**src/rtl/accum_sched_pkg.sv**
```systemverilog
// Shared types and the modulo-add helper for the accumulator scheduler.
// Used by both the RTL datapath and the testbench scoreboard.
package accum_sched_pkg;

    typedef enum logic [1:0] {ST_OK, ST_WRAP, ST_ERR} status_e;

    localparam int MOD_W = 32;

    typedef struct packed {
        logic             wrap;
        logic             err;
        logic [MOD_W-1:0] value;
    } mod_res_t;

    // Sum is formed one bit wider than the operands so the compare against m never sees a truncated value.
    function automatic mod_res_t mod_add(input logic [MOD_W-1:0] acc,
                                         input logic [MOD_W-1:0] d,
                                         input logic [MOD_W-1:0] m);
        logic [MOD_W:0] sum;
        mod_res_t       r;
        sum     = {1'b0, acc} + {1'b0, d};
        r.wrap  = 1'b0;
        r.err   = 1'b0;
        r.value = acc;
        if (d >= m) begin
            r.err = 1'b1;
        end else if (sum >= {1'b0, m}) begin
            r.wrap  = 1'b1;
            r.value = MOD_W'(sum - {1'b0, m});
        end else begin
            r.value = sum[MOD_W-1:0];
        end
        return r;
    endfunction

endpackage

```
**src/rtl/rr_arbiter.sv**
```systemverilog
// Round-robin arbiter: grants the first requester after the last winner.
// Pointer resets to N-1 so requester 0 wins first.
module rr_arbiter #(
    parameter  int N  = 4,
    localparam int CW = $clog2(N)
) (
    input  logic          clk,
    input  logic          rst,
    input  logic [N-1:0]  req_i,
    input  logic          advance_i,
    output logic [N-1:0]  gnt_o,
    output logic [CW-1:0] gntIdx_o
);

    logic [CW-1:0] ptr_q;
    logic [CW-1:0] ptr_d;
    logic [CW-1:0] cand;
    logic          found;

    always_comb begin
        gnt_o    = '0;
        gntIdx_o = '0;
        found    = 1'b0;
        cand     = '0;
        for (int k = 1; k <= N; k++) begin
            cand = CW'((32'(ptr_q) + 32'(k)) % 32'(N));
            if (!found && req_i[cand]) begin
                found       = 1'b1;
                gnt_o[cand] = 1'b1;
                gntIdx_o    = cand;
            end
        end
    end

    always_comb begin
        ptr_d = ptr_q;
        if (advance_i && found) begin
            ptr_d = gntIdx_o;
        end
    end

    always_ff @(posedge clk) begin
        if (rst) begin
            ptr_q <= CW'(N - 1);
        end else begin
            ptr_q <= ptr_d;
        end
    end

endmodule

```
**src/rtl/accum_rr_sched.sv**
```systemverilog
// N modulo-M accumulators time-sharing one adder behind a round-robin arbiter.
// Each granted update yields a registered result record one cycle later.
module accum_rr_sched
    import accum_sched_pkg::*;
#(
    parameter  int N  = 4,
    parameter  int M  = 100,
    localparam int W  = $clog2(M),
    localparam int CW = $clog2(N)
) (
    input  logic           clk,
    input  logic           rst,
    input  logic [N-1:0]   req_valid,
    input  logic [N*W-1:0] req_d,
    output logic [N-1:0]   req_ready,
    input  logic           clr_valid,
    input  logic [CW-1:0]  clr_ch,
    output logic           out_valid,
    output logic [CW-1:0]  out_ch,
    output logic [W-1:0]   out_acc,
    output logic           out_wrap,
    output logic           out_err,
    output logic [N*W-1:0] acc_all
);

    logic [W-1:0]  acc_q [N];
    logic [W-1:0]  acc_d [N];
    logic [N-1:0]  clrMask;
    logic [N-1:0]  eligible;
    logic [N-1:0]  gnt;
    logic [CW-1:0] gntIdx;
    logic          grantValid;
    logic [W-1:0]  accSel;
    logic [W-1:0]  addend;
    mod_res_t      modRes;
    logic          unusedValueHi;

    logic          outValid_q;
    logic [CW-1:0] outCh_q;
    logic [W-1:0]  outAcc_q;
    logic          outWrap_q;
    logic          outErr_q;

    // A channel being cleared is held off this cycle so its request survives to a later one.
    always_comb begin
        clrMask = '0;
        for (int c = 0; c < N; c++) begin
            clrMask[c] = clr_valid && (32'(clr_ch) == 32'(c));
        end
    end

    assign eligible = req_valid & ~clrMask & {N{~rst}};

    rr_arbiter #(.N(N)) u_arb (
        .clk       (clk),
        .rst       (rst),
        .req_i     (eligible),
        .advance_i (~rst),
        .gnt_o     (gnt),
        .gntIdx_o  (gntIdx)
    );

    assign req_ready  = gnt;
    assign grantValid = |gnt;

    always_comb begin
        accSel = '0;
        addend = '0;
        for (int c = 0; c < N; c++) begin
            if (gntIdx == CW'(c)) begin
                accSel = acc_q[c];
                addend = req_d[c*W +: W];
            end
        end
    end

    assign modRes        = mod_add(32'(accSel), 32'(addend), 32'(M));
    assign unusedValueHi = ^modRes.value[MOD_W-1:W];

    always_comb begin
        for (int c = 0; c < N; c++) begin
            acc_d[c] = acc_q[c];
            if (grantValid && !modRes.err && gntIdx == CW'(c)) begin
                acc_d[c] = modRes.value[W-1:0];
            end
            if (clrMask[c]) begin
                acc_d[c] = '0;
            end
        end
    end

    always_ff @(posedge clk) begin
        if (rst) begin
            for (int c = 0; c < N; c++) begin
                acc_q[c] <= '0;
            end
        end else begin
            for (int c = 0; c < N; c++) begin
                acc_q[c] <= acc_d[c];
            end
        end
    end

    // Channel and value hold between results; the flags only describe the current strobe.
    always_ff @(posedge clk) begin
        if (rst) begin
            outValid_q <= 1'b0;
            outCh_q    <= '0;
            outAcc_q   <= '0;
            outWrap_q  <= 1'b0;
            outErr_q   <= 1'b0;
        end else begin
            outValid_q <= grantValid;
            outWrap_q  <= grantValid & modRes.wrap;
            outErr_q   <= grantValid & modRes.err;
            if (grantValid) begin
                outCh_q  <= gntIdx;
                outAcc_q <= modRes.value[W-1:0];
            end
        end
    end

    assign out_valid = outValid_q;
    assign out_ch    = outCh_q;
    assign out_acc   = outAcc_q;
    assign out_wrap  = outWrap_q;
    assign out_err   = outErr_q;

    for (genvar g = 0; g < N; g++) begin : g_pack
        assign acc_all[g*W +: W] = acc_q[g];
    end

endmodule

```
**config.mk**
```make
export PLATFORM = sky130hd
export DESIGN_NAME = accum_rr_sched
export DESIGN_NICKNAME = d
export VERILOG_FILES = /design/src/rtl/accum_sched_pkg.sv /design/src/rtl/rr_arbiter.sv /design/src/rtl/accum_rr_sched.sv
export SDC_FILE = /design/constraint.sdc
export NUM_CORES = 1
export LEC_CHECK = 0
export CELL_PAD_IN_SITES_DETAIL_PLACEMENT = 0
export CELL_PAD_IN_SITES_GLOBAL_PLACEMENT = 2
export CORE_ASPECT_RATIO = 0.75
export CORE_UTILIZATION = 42
export CTS_BUF_LIST = sky130_fd_sc_hd__clkbuf_16
export CTS_CLUSTER_DIAMETER = 100
export DETAILED_ROUTE_END_ITERATION = 7
export DONT_BUFFER_PORTS = 1
export PLACE_DENSITY = 0.95
export SLEW_MARGIN = 20
export SYNTH_ARGS = -nofsm -noshare
export SYNTH_HDL_FRONTEND = slang
export SYNTH_SLANG_ARGS = --single-unit
```
**constraint.sdc**
```tcl
create_clock -name clk -period 10.6 [get_ports clk]
set_input_delay 1.59 -clock clk [delete_from_list [all_inputs] [get_ports clk]]
set_output_delay 1.59 -clock clk [all_outputs]
set_load 0.1 [all_outputs]
```
==> flow_summary.ini <==
[run_status]
status = finished, final reports clean

[clock_tree]
hold_buffers = 0
cts_resized = 0
cts_max_path_buffers = 2
cts_tree = done
cts_buffers = 5
root_buffer = clkbuf_16
worstSkewPairLatency_ps = 290
cts.sinks = 42
htreeDepth = 2
cts_setup_buffers = 0
cts.reportedPaths.clkPinSlew_ps = 60

[timing]
tns_ps = 0
hold_viol_final = 0
fin_skew_ps = 5.37
tightestPinTransition_ps = 1060
setup_viol = 0
maxSlewHeadroom = 0.289
fmax_ghz = 0.141
report.final.slew_viol_count = 0
rsz0062_at_grt = no
fin_crit_sh = 0.667
period_needed_ps = 7070
setup_ws_ps = 3530

[floorplan]
die_w_um = 105
initial_utilization = 0.441
core-area_um2 = 7500
num_rows = 27
fp.dieH_um = 78.9
io_pins = 81
fp.dieArea_um2 = 8250

[min_path]
hold_class = flip-flop to flip-flop
hp-start = u_arb.ptr_q[1]

[detailed_routing]
firstDrtPassIters = 5
vias = 2895
via_per_inst = 6.35
drt_iter0_drc = 180
antenna_left = 0
finalWirelength_um = 9550
drc = 0
wire_per_inst_um = 20.9

[place]
routabilityCongestion = 0.931
portBuffers = 0
placed_area_um2 = 3450
hpwl_um = 7400
post-place-ws_ps = 3300

[setup_path]
start_kind = input port
reg2reg_from = u_arb.ptr_q[0]
crit_path_max_incr_delay_ps = 750
cp_max_fo = 12
criticalPathCategory = input port to flip-flop
critical_path.cell_chain = a31oi_1, nand2_1, mux4_2, a2111o_1, a21boi_1, buf_4, mux4_2, ha_1, fa_1, a21o_1, a21oi_1, o21bai_1, a21oi_1, xnor2_1, a31o_2, a21oi_1, a31oi_1, o311ai_0
critical_path_required_ps = 10740
critPathArrivalTime_ps = 7210
cpMaxStageDelayCell = a31oi_1
crit_path_start = clr_ch[0]
endpoint_kind = flip-flop
crit_top_cell = a21oi_1

[logic_synthesis]
synthCells = 355
yosysWarningCount = 0
synth-seq-cells = 42
synth_edf_count = 0
ys_seq_area_frac = 0.254
yosys-top-cells-area = dfxtp_1 (25%), mux2i_1 (11%), mux4_2 (11%), ha_1 (6.4%), nand2_1 (5.2%)
yosysTopAreaCell = dfxtp_1
synthArstFlopShare = 0
syn_area_um2 = 3310
post-synth-top-area-fraction = 0.254
yosysUniqueCellTypes = 66
synthFlopType = dfxtp_1
syn_avg_cell_area_um2 = 9.33
synth_nets = 410

[global_route]
antenna_found_initial = 0
grt_overflow_total = 0
grt_pass1_wl_um = 14900
grt_use_total = 0.235
grt_pass1_vias = 2724
grt_max_degree = 37

[layout]
final_area_um2 = 3600
num-nets-final = 409
regArea_um2 = 841
fill_cells = 713
drive_gt1_frac = 0.161
area_growth_pct = 8.84
antennaDiodeCount = 0
layout_commonest_cell = nand2_1
final_cell_mix = nand2_1 (46), dfxtp_1 (42), mux2i_1 (36)
multiInputGateArea_um2 = 2380

[job]
maxCapViolCount = 0
==> path summary, 6_finish.rpt <==
kind	end	cells after the start	slack, ps
worst max-delay path	out_acc[4]	18	3530
worst min-delay path	u_arb.ptr_q[1]	1	820
worst max register to register	out_acc[4]	21	4320
worst min register to register	u_arb.ptr_q[1]	1	820
==> area by class of cell <==
cell class,count,share of cell area
well taps,101,0.0351
inverters,13,0.0135
flip-flops and latches,42,0.233
repair buffers,8,0.0167
multi-input cells,284,0.660
clock buffers,5,0.0347
clock inverters,3,0.00694
==> synthesized netlist by cell type, types with 5 or more instances <==
cell type	n
mux2i_1	36
nor3_1	11
a21oi_1	16
nand3_1	9
buf_2	7
xnor2_1	5
clkbuf_1	8
a31oi_1	5
a211oi_1	6
o21ai_1	6
nand2_1	46
ha_1	17
inv_1	13
nor2_1	18
o221ai_1	6
mux4_2	16
dfxtp_1	42
nor2b_1	5
==> critical path: cells and delay by family <==
| family | cells | cell delay [ps] |
|---|---|---|
| buffers and inverters | 1 | 220 |
| adders and majority gates | 2 | 640 |
| xor gates and xnor gates | 1 | 220 |
| and+or+nand+nor | 1 | 300 |
| AOI/OAI and AO/OA | 11 | 3140 |
| muxes | 2 | 1090 |
==> state kept, by name, summed over array words and instances, names as in the netlist <==
name and count:
u_arb.ptr_q 2, out_wrap 1, out_acc 7, out_ch 2, out_valid 1, acc_q 28, out_err 1
==> cell families (layout without fill, tap and decap cells) <==
| kind of cell | count (synthesis) | in the layout | share of synthesized area |
|---|---|---|---|
| flops | 42 | 42 | 0.254 |
| mux | 52 | 52 | 0.218 |
| fa+ha+maj | 18 | 18 | 0.0703 |
| compound gates | 90 | 90 | 0.219 |
| xor+xnor | 6 | 6 | 0.0159 |
| simple gates | 118 | 118 | 0.188 |
| buf+inv | 29 | 29 | 0.0355 |
==> per-stage QoR <==
stage          hold WS [ps]  utilization  cells
6_report                821        0.480    456
5_1_grt                 856        0.480    456
4_1_cts                 826        0.480    456
3_5_place_dp            817        0.460    448
3_3_place_gp            825        0.460    448
2_1_floorplan           833            -    355
==> metal layers <==
metal / GRT usage / up-vias / share of wire
met5: 0 / - / 0
met4: 0.0343 / 0 / 0.0068
met3: 0.0747 / 10 / 0.11
met2: 0.320 / 133 / 0.40
met1: 0.358 / 1391 / 0.49
li1: - / 1361 / -
Power is left out: the tool's default activity adds up to more than one toggle a clock period on the data nets, which glitch-free logic cannot reach.
